<file path="config.mk">
export PLATFORM = sky130hd
export DESIGN_NAME = uart_rx
export DESIGN_NICKNAME = d
export VERILOG_FILES = /design/src/rtl/uart_pkg.sv /design/src/rtl/uart_os_tick_gen.sv /design/src/rtl/uart_rx.sv
export SDC_FILE = /design/constraint.sdc
export NUM_CORES = 1
export LEC_CHECK = 0
export CELL_PAD_IN_SITES_DETAIL_PLACEMENT = 1
export CELL_PAD_IN_SITES_GLOBAL_PLACEMENT = 2
export CORE_MARGIN = 5
export CORE_UTILIZATION = 40
export CTS_BUF_LIST = sky130_fd_sc_hd__clkbuf_4
export DETAILED_ROUTE_END_ITERATION = 16
export PLACE_DENSITY_LB_ADDON = 0.1
export SLEW_MARGIN = 20
export SYNTH_ARGS = -nofsm -noshare
export SYNTH_HDL_FRONTEND = slang
export SYNTH_HIERARCHICAL = 1
export SYNTH_SLANG_ARGS = --single-unit
</file>
<file path="constraint.sdc">
create_clock -name clk_50mhz -period 4.9 [get_ports clk_50mhz]
set_input_delay 0.98 -clock clk_50mhz [delete_from_list [all_inputs] [get_ports clk_50mhz]]
set_output_delay 0.98 -clock clk_50mhz [all_outputs]
set_load 0.05 [all_outputs]
</file>
<file path="src/rtl/uart_pkg.sv">
// uart_pkg: shared definitions for the UART receiver.
//   rx_state_t  - receiver FSM state encoding
//   OVERSAMPLE  - oversample ticks per bit period
//   MID_SAMPLE  - tick count that marks the middle of a bit
//   os_div()    - clocks per oversample tick (integer truncation)
package uart_pkg;

    typedef enum logic [2:0] {
        ST_IDLE,
        ST_START,
        ST_DATA,
        ST_STOP,
        ST_BREAK_WAIT
    } rx_state_t;

    localparam int OVERSAMPLE = 16;
    localparam int MID_SAMPLE = 8;

    function automatic int os_div(input int clk_freq, input int baud_rate);
        return clk_freq / (baud_rate * OVERSAMPLE);
    endfunction

endpackage

</file>
<file path="src/rtl/uart_os_tick_gen.sv">
// uart_os_tick_gen: oversample tick generator.
// Pulses tick for one clock every CLK_FREQ/(BAUD_RATE*16) clocks.
//   clk_50mhz - system clock (rising edge)
//   rst_n     - synchronous active-low reset
//   restart   - realign divider: count restarts at 0 on the next edge
//   tick      - one-cycle oversample strobe
module uart_os_tick_gen
    import uart_pkg::*;
#(
    parameter int CLK_FREQ  = 50_000_000,
    parameter int BAUD_RATE = 115200
) (
    input  logic clk_50mhz,
    input  logic rst_n,
    input  logic restart,
    output logic tick
);

    localparam int OS_DIV = os_div(CLK_FREQ, BAUD_RATE);
    localparam int CW     = (OS_DIV > 1) ? $clog2(OS_DIV) : 1;
    localparam logic [CW-1:0] LAST = CW'(OS_DIV - 1);

    logic [CW-1:0] div_cnt;

    always_ff @(posedge clk_50mhz) begin
        if (!rst_n) begin
            div_cnt <= '0;
        end else if (restart || div_cnt == LAST) begin
            div_cnt <= '0;
        end else begin
            div_cnt <= div_cnt + 1'b1;
        end
    end

    assign tick = (div_cnt == LAST);

endmodule

</file>
<file path="src/rtl/uart_rx.sv">
// uart_rx: 8N1 UART receiver, 16x oversampled, LSB first.
//   clk_50mhz    - system clock (rising edge)
//   rst_n        - synchronous active-low reset
//   rx_in        - asynchronous serial line, idle high
//   rx_data      - last correctly received byte
//   rx_valid     - one-cycle pulse, rx_data just updated
//   rx_frame_err - one-cycle pulse, stop bit sampled low
//   rx_busy      - high whenever the FSM is not idle
// Build option: UART_RX_MAJORITY_VOTE_EN - each bit is the 2-of-3 majority
// of the synchronized line at mid-bit -1/0/+1 ticks, decided one tick late.
module uart_rx
    import uart_pkg::*;
#(
    parameter int CLK_FREQ  = 50_000_000,
    parameter int BAUD_RATE = 115200
) (
    input  logic       clk_50mhz,
    input  logic       rst_n,
    input  logic       rx_in,
    output logic [7:0] rx_data,
    output logic       rx_valid,
    output logic       rx_frame_err,
    output logic       rx_busy
);

    // ---------------- input synchronizer ----------------
    logic rx_m, rx_s;

    always_ff @(posedge clk_50mhz) begin
        if (!rst_n) begin
            rx_m <= 1'b1;
            rx_s <= 1'b1;
        end else begin
            rx_m <= rx_in;
            rx_s <= rx_m;
        end
    end

    // ---------------- oversample tick ----------------
    rx_state_t  state;
    logic       tick;
    logic       restart;

    // Falling line seen in IDLE realigns the divider to the start-bit edge.
    assign restart = (state == ST_IDLE) && !rx_s;

    uart_os_tick_gen #(
        .CLK_FREQ  (CLK_FREQ),
        .BAUD_RATE (BAUD_RATE)
    ) u_tick_gen (
        .clk_50mhz (clk_50mhz),
        .rst_n     (rst_n),
        .restart   (restart),
        .tick      (tick)
    );

    // ---------------- sample point ----------------
    // tick_cnt counts ticks mod 16. START decides at count 8 (mid start bit),
    // then the counter is realigned so mid-bit in DATA/STOP lands on the
    // 15->0 wrap. rel is the distance of the incoming tick from mid-bit.
    logic [3:0] tick_cnt;
    logic [3:0] cnt_nxt;
    logic [3:0] mid;
    logic [3:0] rel;
    logic       sample;
    logic       sample_due;

    assign cnt_nxt = tick_cnt + 4'd1;
    assign mid     = (state == ST_START) ? 4'(MID_SAMPLE) : 4'd0;
    assign rel     = cnt_nxt - mid;

`ifdef UART_RX_MAJORITY_VOTE_EN
    // votes[0]: line at mid-1, votes[1]: line at mid; third vote is live rx_s
    logic [1:0] votes;

    always_ff @(posedge clk_50mhz) begin
        if (!rst_n) begin
            votes <= 2'b11;
        end else if (tick && rel == 4'd15) begin
            votes[0] <= rx_s;
        end else if (tick && rel == 4'd0) begin
            votes[1] <= rx_s;
        end
    end

    assign sample     = (votes[0] & votes[1]) | (votes[0] & rx_s) | (votes[1] & rx_s);
    assign sample_due = tick && (rel == 4'd1);
`else
    assign sample     = rx_s;
    assign sample_due = tick && (rel == 4'd0);
`endif

    // ---------------- receive FSM ----------------
    logic [2:0] bit_idx;
    logic [7:0] shreg;

    always_ff @(posedge clk_50mhz) begin
        if (!rst_n) begin
            state        <= ST_IDLE;
            tick_cnt     <= 4'd0;
            bit_idx      <= 3'd0;
            shreg        <= 8'h00;
            rx_data      <= 8'h00;
            rx_valid     <= 1'b0;
            rx_frame_err <= 1'b0;
        end else begin
            rx_valid     <= 1'b0;
            rx_frame_err <= 1'b0;
            if (tick) tick_cnt <= cnt_nxt;

            case (state)
                ST_IDLE: begin
                    if (!rx_s) begin
                        tick_cnt <= 4'd0;
                        state    <= ST_START;
                    end
                end

                ST_START: begin
                    if (sample_due) begin
                        if (!sample) begin
                            // rel is 0 here unless voting delayed the decision
                            // by a tick; carrying it keeps later mid-bits aligned.
                            tick_cnt <= rel;
                            bit_idx  <= 3'd0;
                            state    <= ST_DATA;
                        end else begin
                            state <= ST_IDLE;
                        end
                    end
                end

                ST_DATA: begin
                    if (sample_due) begin
                        shreg   <= {sample, shreg[7:1]};
                        bit_idx <= bit_idx + 3'd1;
                        if (bit_idx == 3'd7) state <= ST_STOP;
                    end
                end

                ST_STOP: begin
                    if (sample_due) begin
                        if (sample) begin
                            rx_data  <= shreg;
                            rx_valid <= 1'b1;
                            state    <= ST_IDLE;
                        end else begin
                            rx_frame_err <= 1'b1;
                            state        <= ST_BREAK_WAIT;
                        end
                    end
                end

                ST_BREAK_WAIT: begin
                    if (rx_s) state <= ST_IDLE;
                end

                default: state <= ST_IDLE;
            endcase
        end
    end

    assign rx_busy = (state != ST_IDLE);

endmodule

</file>
==> out/results.ini <==
[route]
first_iter_violations=45
postRouteAntennaNets=0
drc=0
vias=1352
wl_mm=3.88
routed_via_density=5.54
first_pass_iters=4
drt-wirelength-per-cell_um=15.9

[global_routing]
track_usage_pct=16.0
antenna_found_initial=0
grt_pass1_vias=1370
overflow=0
grt_max_degree=21
grt_pass1_wl_mm=6.77

[hold_path]
min_from=rx_m$_SDFF_PN1_
min_path_type=reg2reg

[critical_path]
path_cells=or3_1, clkdlybuf4s50_1
cpMaxStageDelayCell=clkdlybuf4s50_1
cp.required_ns=3.92
worstSetupStartpoint=state[1]$_SDFFE_PN0P_
crit_path_start_kind=flop
path_delay_family=buffers and inverters
crit-reg2reg-launch=tick_cnt[2]$_SDFF_PN0_
cp-end-kind=output port
crit_arrival_ns=1.95
crit_fanout=15
crit_buf_inv=1
crit_type=reg2out
max_stage_delay_ns=0.80

[finish]
area_delta_synth_final_pct=10.4
final_common_cell=dfxtp_1
final_area_um2=1830
fin_nets=202
layout_common_cells=dfxtp_1, nand3_1, o21ai_0, a21oi_1, clkdlybuf4s50_1
drive_gt1_share_pct=6.70
diodes=0

[die]
initial_utilization_pct=41.5
design.core.area_um2=4000
io_pins=14
die_height_um=74.5
die_w_um=74.5
num_rows=23
fp.dieArea_um2=5540

[sta]
finalHoldViolCount=0
period_share_pct=59.8
finalMaxSlewViolations=0
finClkSkew_ns=0.00827
final.min_clock_period_ns=2.93
grt_setup_unrepaired=false
finalSetupTns_ns=0
timing.fmax_mhz=341
relSlewSlack_pct=44.0
worst_pin_slew_ns=0.839
setup_viol=0
hold_ws_ns=0.426

[clocking]
htreeDepth=2
clk_pin_slew_ns=0.11
cts_buffer_depth=2
clk_latency_ns=0.34
cts_resized=0
cts_tree=done
cts_setup_buffers=0
cts.sinks=35
root_buffer=clkbuf_4
ctsHoldBuffers=0
cts_buffers=5

[placement]
gp_congestion=0.863
placed_area_um2=1780
hpwl_mm=2.74
io_buffers=13

[job]
max_cap_viol_count=0

[run_status]
outcome=complete, no violations

[power_and_ir_drop]
max-vdd-ir-drop_mv=0.145
p_leak_uw=0.000634
cellPowerDensity_nw_per_um2=252

[logic_synthesis]
synth_edf_count=0
syn_area_per_cell_um2=8.93
syn_area_um2=1660
ys_seq_area_share_pct=42.2
synth_fp_nets=195
synth_fa_ha_area_share_pct=4.52
synth-seq-cells=35
yosys.area_share.simple_pct=21.8
ys_types=44
synthFlopType=dfxtp_1
synthCells=186
synthMuxAreaShare_pct=0.602
yosysWarningCount=6
synth_async_sr_flop_share_pct=0
synthXorXnorAreaFrac_pct=7.68
synth_compound_area_share_pct=17.7
synth_top_family_by_area=simple AND/OR/NAND/NOR gates

==> layer usage <==
layer / part of all wire (%) / up-vias / global-route usage [%] / wire, µm
met3: 2.7 / 7 / 4.46 / 106
li1: - / 671 / - / -
met4: 1.6 / 0 / 5.93 / 64
met2: 47 / 18 / 24.0 / 1820
met1: 49 / 656 / 22.0 / 1900
met5: 0 / - / 0 / 0
==> where the power goes <==
group	switching, µW	leakage [µW]	internal [µW]
sequential	4.67	0.000283	288
clock	97.0	0.0000263	52.6
combinational	11.7	0.000324	7.74
total	113	0.000634	348
==> layout make-up <==
type / instances / area (µm²)
fill: 466 / 2170
multi-input combinational: 133 / 870
sequential: 35 / 701
timing repair buffer: 13 / 130
tap: 50 / 62.6
clock buffer: 5 / 37.5
inverter: 5 / 18.8
clock inverter: 3 / 15.0
==> worst paths after layout <==
path,end,slack (ns),cells after the start
max,rx_busy,1.97,2
min,rx_s$_SDFF_PN1_,0.43,1
max reg2reg,state[1]$_SDFFE_PN0P_,2.68,4
min reg2reg,rx_s$_SDFF_PN1_,0.43,1
==> synth_stat cells (2+ instances only) <==
cell / instances / area share (%)
nand2_1: 12 / 2.7
nand2b_1: 3 / 1.1
ha_1: 6 / 4.5
nor3_1: 3 / 0.90
o22ai_1: 2 / 0.75
nor3b_1: 2 / 0.90
xor2_1: 5 / 2.6
clkbuf_1: 4 / 0.90
nor2_1: 12 / 2.7
xnor2_1: 2 / 1.1
or3_1: 2 / 0.75
buf_6: 2 / 1.4
buf_2: 7 / 2.1
dfxtp_1: 35 / 42
o21ai_0: 18 / 5.4
a21oi_1: 18 / 5.4
and3_1: 2 / 0.75
inv_1: 5 / 1.1
nand3_1: 21 / 6.3
==> state kept, by name, indices dropped and copies added, names as in the netlist <==
signal / count
rx_data: 8
shreg: 8
u_tick_gen/div_cnt: 5
tick_cnt: 4
bit_idx: 3
state: 3
rx_frame_err: 1
rx_m: 1
rx_s: 1
rx_valid: 1
==> worst reg2reg max path: stages (launching register included) <==
cell       delay, ns
dfxtp_1         0.43
and3_1          0.50
xor2_2          0.71
nor2_2          0.14
a2111oi_4       0.36
==> stage by stage <==
step / cells / worst slack [ns] / total power, µW / util [%]
2_1_floorplan: 186 / 2.88 / 312 / -
3_3_place_gp: 236 / 2.26 / 317 / 44.5
3_5_place_dp: 236 / 2.14 / 319 / 44.5
4_1_cts: 244 / 1.93 / 472 / 45.9
5_1_grt: 244 / 1.86 / 486 / 45.9
6_report: 244 / 1.97 / 461 / 45.9
==> kinds of logic after synthesis <==
logic type,Yosys count
simple gates,68
compound gates,48
flops,35
buf+inv,18
xor+xnor,10
fa+ha+maj,6
mux,1
Power figures use the tool's default switching activity.
